`src/rtl/id_rom_pkg.sv`:
```
// Shared types and constants for the user-ID ROM lookup controller.
//   ID_W     : width of a user ID / ROM word
//   ADDR_W   : width of the ROM address / match index
//   EMPTY_ID : reserved empty-slot value, never a valid match
//   state_t  : lookup FSM states
//   token_t  : in-flight read marker carried alongside the ROM latency
package id_rom_pkg;

  localparam int ID_W   = 16;
  localparam int ADDR_W = 3;
  localparam logic [ID_W-1:0] EMPTY_ID = 16'h0000;

  typedef enum logic [1:0] {
    IDLE,
    ISSUE,
    DRAIN,
    DONE
  } state_t;

  typedef struct packed {
    logic              valid;
    logic [ADDR_W-1:0] index;
  } token_t;

  // A returned word hits only if its read is live, it equals the candidate,
  // and it is not an empty slot.
  function automatic logic is_hit(input token_t tok,
                                  input logic [ID_W-1:0] q,
                                  input logic [ID_W-1:0] id);
    return tok.valid && (q == id) && (q != EMPTY_ID);
  endfunction

endpackage

```
`src/rtl/id_rom_lookup_ctrl_if.sv`:
```
// Bus bundle between the ID-entry front end / ROM and the lookup controller.
//   req, id_in       : lookup request and candidate ID
//   rom_q            : ROM read data
//   rom_address      : ROM address (driven only by the controller)
//   busy, done       : handshake status
//   match            : lookup result
//   match_index      : index of first matching entry
//   lockout          : lookups disabled after repeated failures
// Modports: slave = controller side, master = front end / ROM side.
interface id_rom_lookup_ctrl_if;
  import id_rom_pkg::*;

  logic              req;
  logic [ID_W-1:0]   id_in;
  logic [ID_W-1:0]   rom_q;
  logic [ADDR_W-1:0] rom_address;
  logic              busy;
  logic              done;
  logic              match;
  logic [ADDR_W-1:0] match_index;
  logic              lockout;

  modport slave (
    input  req, id_in, rom_q,
    output rom_address, busy, done, match, match_index, lockout
  );

  modport master (
    output req, id_in, rom_q,
    input  rom_address, busy, done, match, match_index, lockout
  );

endinterface

```
`src/rtl/rom_rd_pipe.sv`:
```
// Delay line of read tokens matching the ROM read latency, so each returned
// word can be paired with the index that produced it.
//   clk      : system clock
//   rst      : async active-low reset
//   flush    : synchronous clear of all stages
//   push_tok : token entering stage 0
//   pop_tok  : token leaving the last stage
module rom_rd_pipe
  import id_rom_pkg::*;
#(
  parameter int STAGES = 3
) (
  input  logic   clk,
  input  logic   rst,
  input  logic   flush,
  input  token_t push_tok,
  output token_t pop_tok
);

  token_t stage_q [STAGES];

  always_ff @(posedge clk or negedge rst) begin
    if (!rst) begin
      for (int k = 0; k < STAGES; k++) stage_q[k] <= '0;
    end else if (flush) begin
      for (int k = 0; k < STAGES; k++) stage_q[k] <= '0;
    end else begin
      stage_q[0] <= push_tok;
      for (int k = 1; k < STAGES; k++) stage_q[k] <= stage_q[k-1];
    end
  end

  assign pop_tok = stage_q[STAGES-1];

endmodule

```
`src/rtl/id_rom_lookup_ctrl.sv`:
```
// Searches the user-ID ROM for a latched candidate ID, one address per cycle,
// pairing each returned word with its index through rom_rd_pipe.
//   clk : system clock, rising edge
//   rst : async active-low reset
//   bus : id_rom_lookup_ctrl_if.slave (req/id_in/rom_q in; rom_address,
//         busy, done, match, match_index, lockout out)
// Optional build macro ID_ROM_LOOKUP_LOCKOUT_EN: count consecutive failed
// lookups and lock out further requests after MAX_FAILS; otherwise lockout=0.
//
// state | meaning
// IDLE  | waiting for req, address parked at 0
// ISSUE | stepping addresses 0..DEPTH-1, comparing returned words
// DRAIN | all addresses issued, waiting for the last reads to return
// DONE  | one-cycle done pulse, result held
module id_rom_lookup_ctrl
  import id_rom_pkg::*;
#(
  parameter int DEPTH       = 8,
  parameter int ROM_LATENCY = 2,
  parameter int MAX_FAILS   = 3
) (
  input logic                 clk,
  input logic                 rst,
  id_rom_lookup_ctrl_if.slave bus
);

  localparam logic [ADDR_W-1:0] LAST_IDX = ADDR_W'(DEPTH - 1);

  state_t            state_q, state_d;
  logic [ADDR_W-1:0] addr_q, addr_d;
  logic [ID_W-1:0]   id_q, id_d;
  logic              match_q, match_d;
  logic [ADDR_W-1:0] idx_q, idx_d;
  token_t            push_tok, pop_tok;
  logic              hit;
  logic              enter_done;
  logic              locked;

  // Read token i enters at the edge that drives address i and leaves
  // ROM_LATENCY+1 edges later, exactly when rom_q holds entry i.
  rom_rd_pipe #(
    .STAGES(ROM_LATENCY + 1)
  ) u_pipe (
    .clk      (clk),
    .rst      (rst),
    .flush    (enter_done),
    .push_tok (push_tok),
    .pop_tok  (pop_tok)
  );

  assign hit = is_hit(pop_tok, bus.rom_q, id_q);

  always_comb begin
    state_d  = state_q;
    addr_d   = addr_q;
    id_d     = id_q;
    match_d  = match_q;
    idx_d    = idx_q;
    push_tok = '0;
    case (state_q)
      IDLE: begin
        addr_d = '0;
        if (bus.req && !locked) begin
          id_d    = bus.id_in;
          match_d = 1'b0;
          idx_d   = '0;
          state_d = ISSUE;
          // Empty candidate issues no reads; ISSUE closes it out next edge.
          if (bus.id_in != EMPTY_ID) begin
            push_tok.valid = 1'b1;
            push_tok.index = '0;
          end
        end
      end
      ISSUE: begin
        if (id_q == EMPTY_ID) begin
          state_d = DONE;
        end else if (hit) begin
          match_d = 1'b1;
          idx_d   = pop_tok.index;
          state_d = DONE;
        end else if (addr_q == LAST_IDX) begin
          state_d = DRAIN;
        end else begin
          addr_d         = addr_q + 1'b1;
          push_tok.valid = 1'b1;
          push_tok.index = addr_q + 1'b1;
        end
      end
      DRAIN: begin
        if (hit) begin
          match_d = 1'b1;
          idx_d   = pop_tok.index;
          state_d = DONE;
        end else if (pop_tok.valid && (pop_tok.index == LAST_IDX)) begin
          state_d = DONE;
        end
      end
      DONE: begin
        addr_d  = '0;
        state_d = IDLE;
      end
      default: begin
        addr_d  = '0;
        state_d = IDLE;
      end
    endcase
  end

  assign enter_done = (state_d == DONE) && (state_q != DONE);

  always_ff @(posedge clk or negedge rst) begin
    if (!rst) begin
      state_q <= IDLE;
      addr_q  <= '0;
      id_q    <= '0;
      match_q <= 1'b0;
      idx_q   <= '0;
    end else begin
      state_q <= state_d;
      addr_q  <= addr_d;
      id_q    <= id_d;
      match_q <= match_d;
      idx_q   <= idx_d;
    end
  end

`ifdef ID_ROM_LOOKUP_LOCKOUT_EN
  localparam int FAIL_W = $clog2(MAX_FAILS + 1);
  localparam logic [FAIL_W-1:0] FAIL_MAX = FAIL_W'(MAX_FAILS);

  logic [FAIL_W-1:0] fail_q, fail_d;
  logic              lock_q;

  always_comb begin
    fail_d = fail_q;
    if (enter_done) begin
      if (match_d)                fail_d = '0;
      else if (fail_q != FAIL_MAX) fail_d = fail_q + 1'b1;
    end
  end

  // Lock is raised on the same edge that raises done for the last failure.
  always_ff @(posedge clk or negedge rst) begin
    if (!rst) begin
      fail_q <= '0;
      lock_q <= 1'b0;
    end else begin
      fail_q <= fail_d;
      lock_q <= lock_q | (fail_d == FAIL_MAX);
    end
  end

  assign locked      = lock_q;
  assign bus.lockout = lock_q;
`else
  logic unused_max_fails;
  assign unused_max_fails = (MAX_FAILS != 0);
  assign locked           = 1'b0;
  assign bus.lockout      = 1'b0;
`endif

  assign bus.rom_address = addr_q;
  assign bus.busy        = (state_q == ISSUE) || (state_q == DRAIN);
  assign bus.done        = (state_q == DONE);
  assign bus.match       = match_q;
  assign bus.match_index = idx_q;

endmodule

```
`src/flat_wrapper.sv`:
```
// flat-port wrapper written by rule: the top's interface ports become plain ports
module id_rom_lookup_ctrl_flat import id_rom_pkg::*;
#(
  parameter int DEPTH       = 8,
  parameter int ROM_LATENCY = 2,
  parameter int MAX_FAILS   = 3
)
  (clk, rst, bus_req, bus_id_in, bus_rom_q, bus_rom_address, bus_busy, bus_done, bus_match, bus_match_index, bus_lockout);
  id_rom_lookup_ctrl_if bus_i ();
  input logic clk;
  input logic rst;
  input wire logic [$bits(bus_i.req)-1:0] bus_req;
  input wire logic [$bits(bus_i.id_in)-1:0] bus_id_in;
  input wire logic [$bits(bus_i.rom_q)-1:0] bus_rom_q;
  output wire logic [$bits(bus_i.rom_address)-1:0] bus_rom_address;
  output wire logic [$bits(bus_i.busy)-1:0] bus_busy;
  output wire logic [$bits(bus_i.done)-1:0] bus_done;
  output wire logic [$bits(bus_i.match)-1:0] bus_match;
  output wire logic [$bits(bus_i.match_index)-1:0] bus_match_index;
  output wire logic [$bits(bus_i.lockout)-1:0] bus_lockout;
  assign bus_i.req = bus_req;
  assign bus_i.id_in = bus_id_in;
  assign bus_i.rom_q = bus_rom_q;
  assign bus_rom_address = bus_i.rom_address;
  assign bus_busy = bus_i.busy;
  assign bus_done = bus_i.done;
  assign bus_match = bus_i.match;
  assign bus_match_index = bus_i.match_index;
  assign bus_lockout = bus_i.lockout;
  id_rom_lookup_ctrl #(.DEPTH(DEPTH), .ROM_LATENCY(ROM_LATENCY), .MAX_FAILS(MAX_FAILS)) u_core (.clk(clk), .rst(rst), .bus(bus_i));
endmodule
```
`config.mk`:
```
export PLATFORM = sky130hd
export DESIGN_NAME = id_rom_lookup_ctrl_flat
export DESIGN_NICKNAME = d
export VERILOG_FILES = /design/src/rtl/id_rom_pkg.sv /design/src/rtl/id_rom_lookup_ctrl_if.sv /design/src/rtl/rom_rd_pipe.sv /design/src/rtl/id_rom_lookup_ctrl.sv /design/src/flat_wrapper.sv
export SDC_FILE = /design/constraint.sdc
export NUM_CORES = 1
export LEC_CHECK = 0
export ABC_AREA = 1
export CORE_MARGIN = 4
export CORE_UTILIZATION = 45
export DETAILED_ROUTE_END_ITERATION = 6
export PLACE_DENSITY = 0.74
export REMOVE_ABC_BUFFERS = 1
export SETUP_SLACK_MARGIN = 0.5
export SYNTH_ARGS = -nofsm -noshare
export SYNTH_HDL_FRONTEND = slang
export SYNTH_HIERARCHICAL = 1
export SYNTH_SLANG_ARGS = --single-unit
```
`constraint.sdc`:
```
create_clock -name clk -period 1.9 [get_ports clk]
set_clock_uncertainty 0.15 [all_clocks]
set_input_delay 0.57 -clock clk [delete_from_list [all_inputs] [get_ports clk]]
set_output_delay 0.57 -clock clk [all_outputs]
set_load 0.005 [all_outputs]
```
Word level (Yosys, flattened, before mapping)
Cells that the tools add are included.
{"block": "classes", "add_sub_neg": 1, "n_div": 0, "mul": 0, "bitwise_logic": 0, "order_cmp": 0, "eq_ne": 12, "n_reduce_logical": 15, "shifts": 0, "n_mux": 26}
{"op": "$reduce_bool 16->1", "count": 2}
{"op": "$mux 4", "count": 5}
{"op": "$mux 3", "count": 6}
{"op": "$eq 16x16->1", "count": 1}
{"op": "$logic_not 16->1", "count": 1}
{"op": "$mux 12", "count": 1}
{"op": "$mux 2", "count": 6}
{"op": "$ne 2x2->1 const B", "count": 5}
{"op": "$pmux 3 s3", "count": 1}
{"op": "$pmux 2 s4", "count": 1}
{"op": "$pmux 4 s2", "count": 1}
{"op": "$eq 2x2->1 const B", "count": 3}
{"op": "$eq 3x3->1 const B", "count": 2}
{"op": "$pmux 3 s2", "count": 1}
{"op": "$logic_and 1x1->1", "count": 4}
{"op": "$reduce_and 4->1", "count": 1}
{"op": "$add 3x1->3 const B", "count": 1}
{"op": "$mux 1", "count": 3}
{"op": "$pmux 1 s3", "count": 1}
{"op": "$reduce_and 3->1", "count": 1}
{"op": "$reduce_bool 3->1", "count": 1}
{"op": "$eq 2x1->1 const B", "count": 1}
{"op": "$logic_not 2->1", "count": 1}
{"op": "$reduce_and 2->1", "count": 1}
{"op": "3 further kinds", "count": 3}
{"block": "totals", "regBits": 37, "latch_bits": 0, "output_inout_bits": 10, "mem_count": 0, "ramBits": 0, "rom_bits": 0, "wordCells": 65}

Longest topological paths before layout
{"block": "logic_depth", "word_depth": 9, "depth_mapped": 14}

Modules after synthesis
The synthesis kept the hierarchy.
{"module": "id_rom_lookup_ctrl", "cells_per_inst": 288, "instances": 1, "area_each_um2": 1830.5, "seq_area_each_um2": 625.6}
{"module": "rom_rd_pipe", "cells_per_inst": 41, "instances": 1, "area_each_um2": 431.7, "seq_area_each_um2": 300.3}

Least setup slack after synthesis
No wires, ideal clock.
{"block": "synth_path", "path_kind": "input to register", "startpoint": "input port bus_rom_q[14]", "endpoint": "register u_core.u_pipe.stage_q, in the netlist u_core/u_pipe/pop_tok[0]", "setup_time_ps": 116, "slack_ps": -23, "stages": 14, "path_buffers": 1, "arrival_time_ps": 1658, "path_cell_list": "inv_1 > nand2_1 > nand2_1 > nor2_1 > nand2_1 > nor2_2 > nand3_2 > nand3_1 > nand2_1 > nand2_1 > nand2_2 > a21oi_2 > buf_6 > nor2_1"}
{"block": "synth_between", "elab_chain_len": 9, "word_cells_on_any_way": 11, "cone_classes": "2 x eq/ne; 5 x mux; 4 x reduce/logical"}
{"element": "from (decl)", "line_no": "flat_wrapper.sv:14", "rtl": "input wire logic [$bits(bus_i.rom_q)-1:0] bus_rom_q;"}
{"element": "$eq 16x16->1", "line_no": "id_rom_pkg.sv:30", "rtl": "return tok.valid && (q == id) && (q != EMPTY_ID);"}
{"element": "$logic_and 1x1->1", "line_no": "id_rom_pkg.sv:30"}
{"element": "$logic_and 1x1->1 (*)", "line_no": "id_rom_pkg.sv:30"}
{"element": "$mux 2", "line_no": "id_rom_lookup_ctrl.sv:78", "rtl": "end else if (hit) begin"}
{"element": "$mux 2", "line_no": "id_rom_lookup_ctrl.sv:76", "rtl": "if (id_q == EMPTY_ID) begin"}
{"element": "$pmux 2 s4 (*)", "line_no": "id_rom_lookup_ctrl.sv:60", "rtl": "case (state_q)"}
{"element": "$eq 2x2->1 (*)", "line_no": "id_rom_lookup_ctrl.sv:110", "rtl": "assign enter_done = (state_d == DONE) && (state_q != DONE);"}
{"element": "$logic_and 1x1->1 (*)", "line_no": "id_rom_lookup_ctrl.sv:110"}
{"element": "named net u_core.enter_done", "line_no": "id_rom_lookup_ctrl.sv:36", "rtl": "logic enter_done;"}
{"element": "$mux 12 (*)", "line_no": "rom_rd_pipe.sv:25", "rtl": "end else if (flush) begin"}
{"element": "to (decl)", "line_no": "rom_rd_pipe.sv:20", "rtl": "token_t stage_q [STAGES];"}
Mark *: on every way through the listed nets, which the timed path passes. The rest lies on a longest branch.
A chain may end at the register's enable or synchronous reset.

Worst setup path after layout
{"block": "layout_path", "startpoint": "register u_core.id_q[7]", "endpoint": "register u_core/u_pipe/stage_q[8] (netlist name)"}
{"block": "layout_between", "elab_chain_len": 9, "word_cells_on_any_way": 14, "cone_classes": "2 x eq/ne; 8 x mux; 4 x reduce/logical"}
{"element": "from (decl)", "line_no": "id_rom_lookup_ctrl.sv:31", "rtl": "logic [ID_W-1:0] id_q, id_d;"}
{"element": "from (signal assigned)", "line_no": "id_rom_lookup_ctrl.sv:122", "rtl": "id_q <= id_d;"}
{"element": "$eq 16x16->1", "line_no": "id_rom_pkg.sv:30"}
{"element": "$logic_and 1x1->1 (2 in series)", "line_no": "id_rom_pkg.sv:30"}
{"element": "$mux 2", "line_no": "id_rom_lookup_ctrl.sv:78"}
{"element": "$mux 2", "line_no": "id_rom_lookup_ctrl.sv:76"}
{"element": "$pmux 2 s4 (*)", "line_no": "id_rom_lookup_ctrl.sv:60"}
{"element": "$eq 2x2->1 (*)", "line_no": "id_rom_lookup_ctrl.sv:110"}
{"element": "$logic_and 1x1->1 (*)", "line_no": "id_rom_lookup_ctrl.sv:110"}
{"element": "named net u_core.enter_done", "line_no": "id_rom_lookup_ctrl.sv:36"}
{"element": "$mux 12 (*)", "line_no": "rom_rd_pipe.sv:25"}
Marked as above.

==> impl_metrics.yaml <==
detailed_routing:
  firstDrtPassIters: 4
  drc: 0
  first_iter_violations: 120
  vias_per_cell: 4.91
  drtAntennaViolNets: 0
  drt-total-wl_mm: 6.85
  via_count: 2442
  routedWlPerCell_um: 13.8
synthesis:
  synth-edff-count: 0
  synth.most_common_cell: "nand2_1"
  yosysUniqueCellTypes: 30
  ys_dominant_reg_cell: "dfrtp_1"
  syn-cell-area_um2: 2260
  avgSynthCellArea_um2: 6.88
  synth-async-reset-ratio: 1.00
  ys_ff_latch: 37
  post-synth-top-area-cell: "dfrtp_1"
  yosysTopAreaCellShare: 0.409
  syn_inst: 329
  synthTopCellsByCount: "nand2_1, inv_1, nor2_1, dfrtp_1, o21ai_0"
  yosys-top-cells-area: "dfrtp_1, nand2_1, inv_1"
  ys_seq_area_frac: 0.409
  yosysWarningCount: 6
global_route:
  grt_max_degree: 38
  grt_usage: 0.214
  globalRouteOverflowTotal: 0
  grt_antenna_before_repair: 0
  grt_pass1_vias: 2350
  grt_pass1_wl_mm: 10.4
sta:
  hold_viol: 0
  rsz0062_at_grt: "yes"
  setup_viol: 12
  layout_min_cycle_time_ns: 2.05
  timing.setup.tns_ns: -1.59
  maxSlewViolCount: 0
  worst_hold_slack_ns: 0.323
  max_freq_mhz: 489
  fin_crit_sh: 1.08
  worst_slack_ns: -0.145
clock_network:
  clock_latency_ns: 0.29
  numClockSinks: 37
  clk_pin_slew_ns: 0.08
  ctsHoldBuffers: 0
  cts_tree: "built"
  ctsRootBufferMaster: "clkbuf_8"
  htree_levels: 2
  cts_buffers: 5
  cts_buffer_depth: 2
finish:
  regArea_um2: 926
  num-nets-final: 470
  multi_input_comb_area_um2: 1280
  fillers: 349
  drive_above_1_share: 0.433
  n_antenna_cell: 0
  area_delta_synth_final_pct: 58.9
run_status:
  status: "finished with violations"
  failed_checks: "setup timing"
floorplan:
  fp.dieArea_um2: 6230
  io_pins: 45
  initial_utilization: 0.473
  fp.coreArea_um2: 4790
  rows: 25
  die_x_um: 78.9
  die_h_um: 78.9
run:
  maxCapViolCount: 0
worst_setup_path:
  path_cells: "nand2_1 > nand2_1 > nor2_1 > nand2_1 > nor2_2 > nand3_4 > nand2_2 > nand2_2 > nand2_1 > nand3_2 > a21oi_4 > buf_6 > nor2_1"
  cp_num_buf_inv: 1
  r2r_setup_slack_ns: -0.15
  cp-start-kind: "flip-flop"
  cp_slowest_cell: "dfrtp_1"
  crit_fanout: 6
  crit_type: "reg2reg"
  crit_path_end_kind: "flip-flop"
  required_ns: 1.94
  crit_top_cell: "nand2_1"
  cp_slowest_stage_delay_ns: 0.41
  critical_path.top_delay_family: "simple AND/OR/NAND/NOR gates"
  cp_data_arrival_time_ns: 2.08
placement:
  port_buffers: 43
  hpwlAfterDp_mm: 4.18
  place_congestion: 0.873
pwr:
  powerDensity_nw_per_um2: 1230
  peakVddDrop_uv: 624
  p_leak_nw: 1.92
worst_hold_path:
  hp-class: "reg2reg"
[layout make-up]
type	instances	area share
multi-input combinational	209	0.356
clock buffer	5	0.0191
tap	67	0.0233
sequential	37	0.258
clock inverter	3	0.00627
timing repair buffer	102	0.256
inverter	74	0.0814
[logic make-up after synthesis]
logic type	after synthesis	share of synthesized area
buffers and inverters	83	0.149
other	1	0.00166
and+or+nand+nor	172	0.334
AOI/OAI and AO/OA	30	0.0730
adders and majority gates	6	0.0332
DFF	37	0.409
[worst paths after layout]
path                                      startpoint                        to  cells past startpoint
setup / recovery                      u_core/id_q[7]  u_core/u_pipe/stage_q[8]                     13
min in group asynchronous                        rst            u_core/id_q[7]                      2
setup reg to reg                      u_core/id_q[7]  u_core/u_pipe/stage_q[8]                     13
hold reg to reg            u_core/u_pipe/stage_q[11]  u_core/u_pipe/stage_q[7]                      2
max in group asynchronous                        rst           u_core/id_q[15]                      2
hold / removal             u_core/u_pipe/stage_q[11]  u_core/u_pipe/stage_q[7]                      2
[flip-flops by register name, indices dropped and copies added, names as in the netlist]
| name | flops |
|---|---|
| u_core/bus.match_index | 3 |
| u_core/bus.rom_address | 3 |
| u_core/u_pipe/pop_tok | 4 |
| u_core/u_pipe/stage_q | 8 |
| u_core/state_q | 2 |
| u_core/id_q | 16 |
| u_core/bus.match | 1 |
[metrics by stage]
| stage | total power [W] | setup slack, ns | instances | area [um^2] | utilization |
|---|---|---|---|---|---|
| after floorplan | 0.00220 | -0.105 | 320 | 2200 | - |
| after global routing | 0.00472 | -0.265 | 497 | 3590 | 0.751 |
| after CTS | 0.00384 | 0.0278 | 485 | 3270 | 0.684 |
| after global placement | 0.00278 | -0.631 | 454 | 2910 | 0.608 |
| final | 0.00441 | -0.145 | 497 | 3590 | 0.751 |
| after detailed placement | 0.00284 | -0.692 | 454 | 2910 | 0.608 |
[worst min-delay path, stage by stage (launching register included)]
cell     delay [ns]
dfrtp_1        0.36
inv_1          0.05
nor2_1         0.03
[timing repair]
action	in CTS	in global routing
setup buffers	20	11
pin swaps	30	15
gates resized for setup	156	81
gates cloned	3	1
endpoints found under the setup margin	46	46
[power breakdown]
part	switching (W)	total (W)	internal (W)
Combinational	0.00131	0.00252	0.00121
Sequential	0.000250	0.00133	0.00108
Clock	0.000306	0.000563	0.000257
[placed cells by master (no fill, tap or decap), types with 2 or more instances in the layout]
cell | netlist | routed
clkbuf_8 | 0 | 5
nand3b_1 | 2 | 2
buf_12 | 0 | 2
buf_8 | 0 | 2
clkdlybuf4s50_1 | 0 | 17
inv_1 | 67 | 54
ha_4 | 0 | 2
nand3_2 | 3 | 8
a21boi_0 | 2 | 2
nand3_4 | 0 | 2
clkinvlp_4 | 0 | 3
o21ai_2 | 0 | 11
nor2_1 | 38 | 28
o21ai_1 | 1 | 9
buf_4 | 5 | 42
dfrtp_1 | 37 | 37
ha_1 | 6 | 4
nand2_2 | 1 | 27
nand2_4 | 0 | 5
o21ai_0 | 22 | 3
nor2_2 | 1 | 11
inv_2 | 7 | 18
buf_16 | 0 | 2
buf_2 | 0 | 18
buf_6 | 1 | 15
nand2_1 | 93 | 61
nand4_1 | 11 | 11
nand3_1 | 16 | 9
[per-layer routing]
layer  GRT usage  share of wire
met1       0.272           0.42
met2       0.376           0.50
met3      0.0329          0.048
met4      0.0653          0.024
met5           0              0
No activity file was read; power rests on OpenSTA's default activity.
